$ cat config.mk
export PLATFORM = sky130hd
export DESIGN_NAME = mod461_accum_flat
export DESIGN_NICKNAME = d
export VERILOG_FILES = /design/src/rtl/mod461_accum_if.sv /design/src/rtl/mod461_accum.sv /design/src/flat_wrapper.sv
export SDC_FILE = /design/constraint.sdc
export NUM_CORES = 1
export LEC_CHECK = 0
export ABC_CLOCK_PERIOD_IN_PS = 4700
export CORE_MARGIN = 2
export CORE_UTILIZATION = 52
export DETAILED_ROUTE_END_ITERATION = 6
export PLACE_DENSITY = 0.8
export RECOVER_POWER = 25
export SETUP_SLACK_MARGIN = 0.4
export SYNTH_ARGS = -nofsm -noshare
export SYNTH_HDL_FRONTEND = slang
export SYNTH_SLANG_ARGS = --single-unit
$ cat constraint.sdc
create_clock -name clk -period 4.7 [get_ports clk]
set_input_delay 0.47 -clock clk [delete_from_list [all_inputs] [get_ports clk]]
set_output_delay 0.47 -clock clk [all_outputs]
set_load 0.02 [all_outputs]
$ cat src/rtl/mod461_accum_if.sv
// Residue stream in / result out handshake bundle
// for the mod-461 accumulator.
interface mod461_accum_if #(
  parameter int W = 9
);
  logic         in_valid;
  logic [W-1:0] in_data;
  logic         in_ready;
  logic         out_valid;
  logic [W-1:0] out_data;
  logic         out_ready;

  modport master (
    output in_valid,
    output in_data,
    input  in_ready,
    input  out_valid,
    input  out_data,
    output out_ready
  );

  modport slave (
    input  in_valid,
    input  in_data,
    output in_ready,
    output out_valid,
    output out_data,
    input  out_ready
  );
endinterface

$ cat src/rtl/mod461_accum.sv
// Sums n_terms residues modulo MOD, one term per
// accepted handshake, and presents the registered result.
module mod461_accum #(
  parameter int MOD   = 461,
  parameter int W     = 9,
  parameter int CNT_W = 4
) (
  input  logic             clk,
  input  logic             rst,
  input  logic             start,
  input  logic [CNT_W-1:0] n_terms,
  mod461_accum_if.slave    bus,
  output logic             busy,
  output logic             err
);

  typedef enum logic [1:0] {
    IDLE  = 2'd0,
    ACCUM = 2'd1,
    DONE  = 2'd2
  } state_t;

  localparam logic [W:0] MOD_L = (W+1)'(MOD);

  state_t           state_q, state_d;
  logic [W-1:0]     acc_q, acc_d;
  logic [CNT_W-1:0] cnt_q, cnt_d;
  logic             err_q, err_d;

  logic [W:0]       din_x;
  logic             oor;
  logic [W:0]       t_x;
  logic [W:0]       sum;
  logic [W:0]       sum_red;
  logic             accept;

  // Terms >= MOD are folded once; W bits cap them below 2*MOD.
  assign din_x   = {1'b0, bus.in_data};
  assign oor     = (din_x >= MOD_L);
  assign t_x     = oor ? (din_x - MOD_L) : din_x;
  assign sum     = {1'b0, acc_q} + t_x;
  assign sum_red = (sum >= MOD_L) ? (sum - MOD_L) : sum;

  assign accept  = (state_q == ACCUM) && bus.in_valid;

  always_ff @(posedge clk) begin
    if (rst) begin
      state_q <= IDLE;
      acc_q   <= '0;
      cnt_q   <= '0;
      err_q   <= 1'b0;
    end else begin
      state_q <= state_d;
      acc_q   <= acc_d;
      cnt_q   <= cnt_d;
      err_q   <= err_d;
    end
  end

  always_comb begin
    state_d = state_q;
    acc_d   = acc_q;
    cnt_d   = cnt_q;
    err_d   = err_q;
    unique case (state_q)
      IDLE: begin
        if (start) begin
          acc_d = '0;
          err_d = 1'b0;
          cnt_d = n_terms;
          if (n_terms != '0) begin
            state_d = ACCUM;
          end else begin
            state_d = DONE;
          end
        end
      end
      ACCUM: begin
        if (accept) begin
          acc_d = sum_red[W-1:0];
          cnt_d = cnt_q - CNT_W'(1);
          if (oor) begin
            err_d = 1'b1;
          end
          if (cnt_q == CNT_W'(1)) begin
            state_d = DONE;
          end
        end
      end
      DONE: begin
        if (bus.out_ready) begin
          state_d = IDLE;
        end
      end
      default: begin
        state_d = IDLE;
      end
    endcase
  end

  assign bus.in_ready  = (state_q == ACCUM);
  assign bus.out_valid = (state_q == DONE);
  assign bus.out_data  = acc_q;
  assign busy          = (state_q != IDLE);
  assign err           = err_q;

endmodule

$ cat src/flat_wrapper.sv
// flat-port wrapper written by rule: the top's interface ports become plain ports
module mod461_accum_flat 
#(
  parameter int MOD   = 461,
  parameter int W     = 9,
  parameter int CNT_W = 4
)
  (clk, rst, start, n_terms, busy, err, bus_in_valid, bus_in_data, bus_in_ready, bus_out_valid, bus_out_data, bus_out_ready);
  mod461_accum_if #(.W(W)) bus_i ();
  input  logic clk;
  input  logic rst;
  input  logic start;
  input  logic [CNT_W-1:0] n_terms;
  output logic busy;
  output logic err;
  input wire logic [$bits(bus_i.in_valid)-1:0] bus_in_valid;
  input wire logic [$bits(bus_i.in_data)-1:0] bus_in_data;
  output wire logic [$bits(bus_i.in_ready)-1:0] bus_in_ready;
  output wire logic [$bits(bus_i.out_valid)-1:0] bus_out_valid;
  output wire logic [$bits(bus_i.out_data)-1:0] bus_out_data;
  input wire logic [$bits(bus_i.out_ready)-1:0] bus_out_ready;
  assign bus_i.in_valid = bus_in_valid;
  assign bus_i.in_data = bus_in_data;
  assign bus_in_ready = bus_i.in_ready;
  assign bus_out_valid = bus_i.out_valid;
  assign bus_out_data = bus_i.out_data;
  assign bus_i.out_ready = bus_out_ready;
  mod461_accum #(.MOD(MOD), .W(W), .CNT_W(CNT_W)) u_core (.clk(clk), .rst(rst), .start(start), .n_terms(n_terms), .bus(bus_i), .busy(busy), .err(err));
endmodule
==> out/qor_table.md <==
| Metric | Reported | Unit |
|---|---|---|
| Clock slew at reported path FFs | 0.09 | ns |
| Synthesized Nets | 243 | - |
| Layout-stage area growth over the synthesis result | 28.8 | % |
| Worst Path Max Fanout | 5 | - |
| Outcome | complete, no violations | - |
| Die Span X | 60.0 | um |
| Delay-heaviest family, CP | compound AO/OA/AOI/OAI gates | - |
| Max-cap violations | 0 | - |
| Wire length per cell after detailed routing | 13.6 | um |
| Number of antenna repair diodes | 0 | - |
| Biggest cell delay along the critical path | 0.51 | ns |
| CTS HTree Levels | 1 | - |
| Maximum achievable frequency | 251 | MHz |
| First-pass GRT wire length | 6.16 | mm |
| Post-route insts no fill | 290 | - |
| Final worst hold slack | 0.470 | ns |
| Slowest-stage cell, CP | clkdlybuf4s50_1 | - |
| # rows | 20 | - |
| Reported leakage power | 0.883 | nW |
| Type of the setup path with the least slack | input port to flip-flop | - |
| Setup-failing EPs final | 0 | - |
| Buf/Inv on CP | 4 | - |
| RSZ-0062 raised after global routing | no | - |
| Worst hold path class | flip-flop to flip-flop | - |
| Max-slew violation total from the final report | 0 | - |
| Number of design-rule violations left by the first detailed-router iteration | 74 | - |
| Congestion Overflow GR | 0 | - |
| Share of cells above drive strength 1 | 13.0 | % |
| Via count of the first global-routing pass | 1,375 | - |
| Worst Path Arrival | 4.17 | ns |
| Final HPWL DP | 2.99 | mm |
| Slew at the pin closest to its max-slew limit | 0.749 | ns |
| Share of synthesized flip-flops with an asynchronous set or reset | 0 | % |
| Cell types occupying the most area after synthesis | dfxtp_1, ha_1, nor2_1, a21oi_1, nand2_1 | - |
| Total routed wirelength | 3.94 | mm |
| Count of port buffers added during placement | 30 | - |
| GPL Wtd Cong | 0.897 | - |
| DRC violations left | 0 | - |
| Maximum number of pins on one net before global-route repair | 12 | - |
| Cell taking the most area after synthesis | dfxtp_1 | - |
| Required time at the endpoint of the critical path | 4.88 | ns |
| Area occupied by registers | 320 | sq um |
| Total die area | 0.00360 | sq mm |
| Fin nets | 282 | - |
| Sort of element at the end of the critical path | flip-flop | - |
| Initial antenna violation count | 0 | - |
| Root Driver | clkbuf_4 | - |
| Count of boundary I/O pins | 31 | - |
| CTS buffer count | 3 | - |
| TritonCTS clock tree | built | - |
| Commonest cells in the synthesized netlist | nor2_1, nand2_1, dfxtp_1, a21oi_1, ha_1 | - |
| Core Box Area | 0.00303 | sq mm |
| Post-Syn Instances | 209 | - |
| Mean number of vias per cell | 5.59 | - |
| Area share of the largest cell type after synthesis | 19.7 | % |
| Number of placed instances, taps included | 280 | - |
| Clock insertion delay at the later pin of the skew report | 0.28 | ns |
| Synthesized flop and latch total | 16 | - |
| Total Routing Usage GR | 22.2 | % |
| Total via count in the routed design | 1,620 | - |
| Minimum setup slack after placement | 0.127 | ns |
| Top-count cell post-synth | nor2_1 | - |
| Number of flops mapped to enable cells by yosys | 0 | - |
| Buffers from clock root to sink, at most | 2 | - |
| Final critical-path setup slack | 0.714 | ns |
| Cell area power density | 221 | mW/mm^2 |
| Series of cell instances along the critical path | clkdlybuf4s50_1 > nand2_1 > o21ai_1 > and4_1 > xnor2_1 > ha_2 > fa_1 > inv_1 > ha_1 > inv_1 > o21ai_1 > o32ai_2 > o211ai_2 > o311ai_4 > buf_12 > nand3_1 > a32o_1 | - |
| Final critical path time including I/O delays and setup | 3.99 | ns |
| Final Util | 69.3 | % |
| Fillers | 254 | - |
| Remaining antenna violation count after routing | 0 | - |
| Worst supply voltage drop on vdd | 0.202 | mV |
| Number of warnings issued by yosys | 0 | - |
| Final hold viol count | 0 | - |
| Worst slew margin relative to its limit | 49.9 | % |
| Area occupied by multi-input gates | 0.00125 | sq mm |
| Final Skew | 0.00236 | ns |
| Avg Inst Size Synth | 7.79 | sq um |
| Cell area after technology mapping | 0.00163 | sq mm |
| Clk sink count | 16 | - |
| Final worst-path cycle share | 84.8 | % |
| Drt first pass iters | 4 | - |
| Share of the yosys chip area belonging to registers | 19.7 | % |
| Total negative slack for setup checks | 0 | ns |
| Starting density of the core | 53.8 | % |
| Flip-flop cell with the highest count after synthesis | dfxtp_1 | - |
| Count of cell types in the netlist | 57 | - |
| Die Y | 60.0 | um |
| Worst Setup Start Kind | input port | - |
area by class of cell:
type	count	area share (%)
sequential	16	15.3
clock buffer	3	1.07
multi-input combinational	175	59.5
timing repair buffer	39	19.2
inverter	13	2.33
tap	44	2.62
cells in the final DEF (no fill, tap or decap), types with 4 or more instances in the layout:
cell type,count
o21ai_0,7
nor2_1,27
clkdlybuf4s50_1,21
nand2_1,18
nand3_1,5
dfxtp_1,16
o211ai_1,4
dlygate4sd3_1,7
a21oi_1,15
nor3_1,9
xnor2_1,4
ha_1,13
buf_4,7
inv_1,12
o21ai_1,6
state kept, by name (all words and copies together), names as in the netlist:
name / cells
u_core.err: 1
u_core.state_q: 2
u_core.bus.out_data: 9
u_core.cnt_q: 4
report_power, final:
| part | switching, mW | internal (mW) |
|---|---|---|
| Clock | 0.0397 | 0.0297 |
| Sequential | 0.0117 | 0.147 |
| Combinational | 0.129 | 0.107 |
worst register-to-register path, cell delays in order, from the launching register on:
cell and delay (ns):
dfxtp_1 0.33, ha_2 0.20, fa_1 0.49, inv_1 0.08, ha_1 0.22, inv_1 0.09
o21ai_1 0.08, o32ai_2 0.33, o211ai_2 0.16, o311ai_4 0.42, buf_12 0.16, nand3_1 0.08
a32o_1 0.25
metal layers:
metal | vias up | track usage, % | share of wire [%]
li1 | 844 | - | -
met1 | 735 | 33.4 | 49
met2 | 37 | 33.4 | 45
met3 | 4 | 4.55 | 4.5
met4 | 0 | 2.86 | 1.4
met5 | - | 0 | 0
path summary, 6_finish.rpt:
kind / from / endpoint / slack, ns / cells past startpoint
setup / recovery: bus_in_data[2] / u_core.bus.out_data[2] / 0.71 / 17
hold / removal: u_core.bus.out_data[0] / u_core.bus.out_data[0] / 0.47 / 2
setup reg to reg: u_core.bus.out_data[0] / u_core.bus.out_data[2] / 1.71 / 12
hold reg to reg: u_core.bus.out_data[0] / u_core.bus.out_data[0] / 0.47 / 2
kinds of logic (layout without fill, tap and decap cells):
family | count (synthesis) | in the layout | share of synthesized area (%)
compound gates | 70 | 70 | 32.7
xor+xnor | 9 | 9 | 6.45
fa+ha+maj | 16 | 16 | 12.7
buf+inv | 18 | 55 | 4.76
flops | 16 | 16 | 19.7
mux | 2 | 2 | 1.23
simple gates | 78 | 78 | 22.4
stage by stage:
step	cell area, sq um	power, mW
2_1_floorplan	1630	0.317
3_3_place_gp	1970	0.378
3_5_place_dp	1970	0.379
4_1_cts	1990	0.450
5_1_grt	2100	0.500
6_report	2100	0.464
timing repair:
action,4_1_cts,5_1_grt
buffers inserted,0,6
resized for setup,0,10
endpoints found under the setup margin,0,9
hold buffers,0,0
Power figures use the tool's default switching activity.
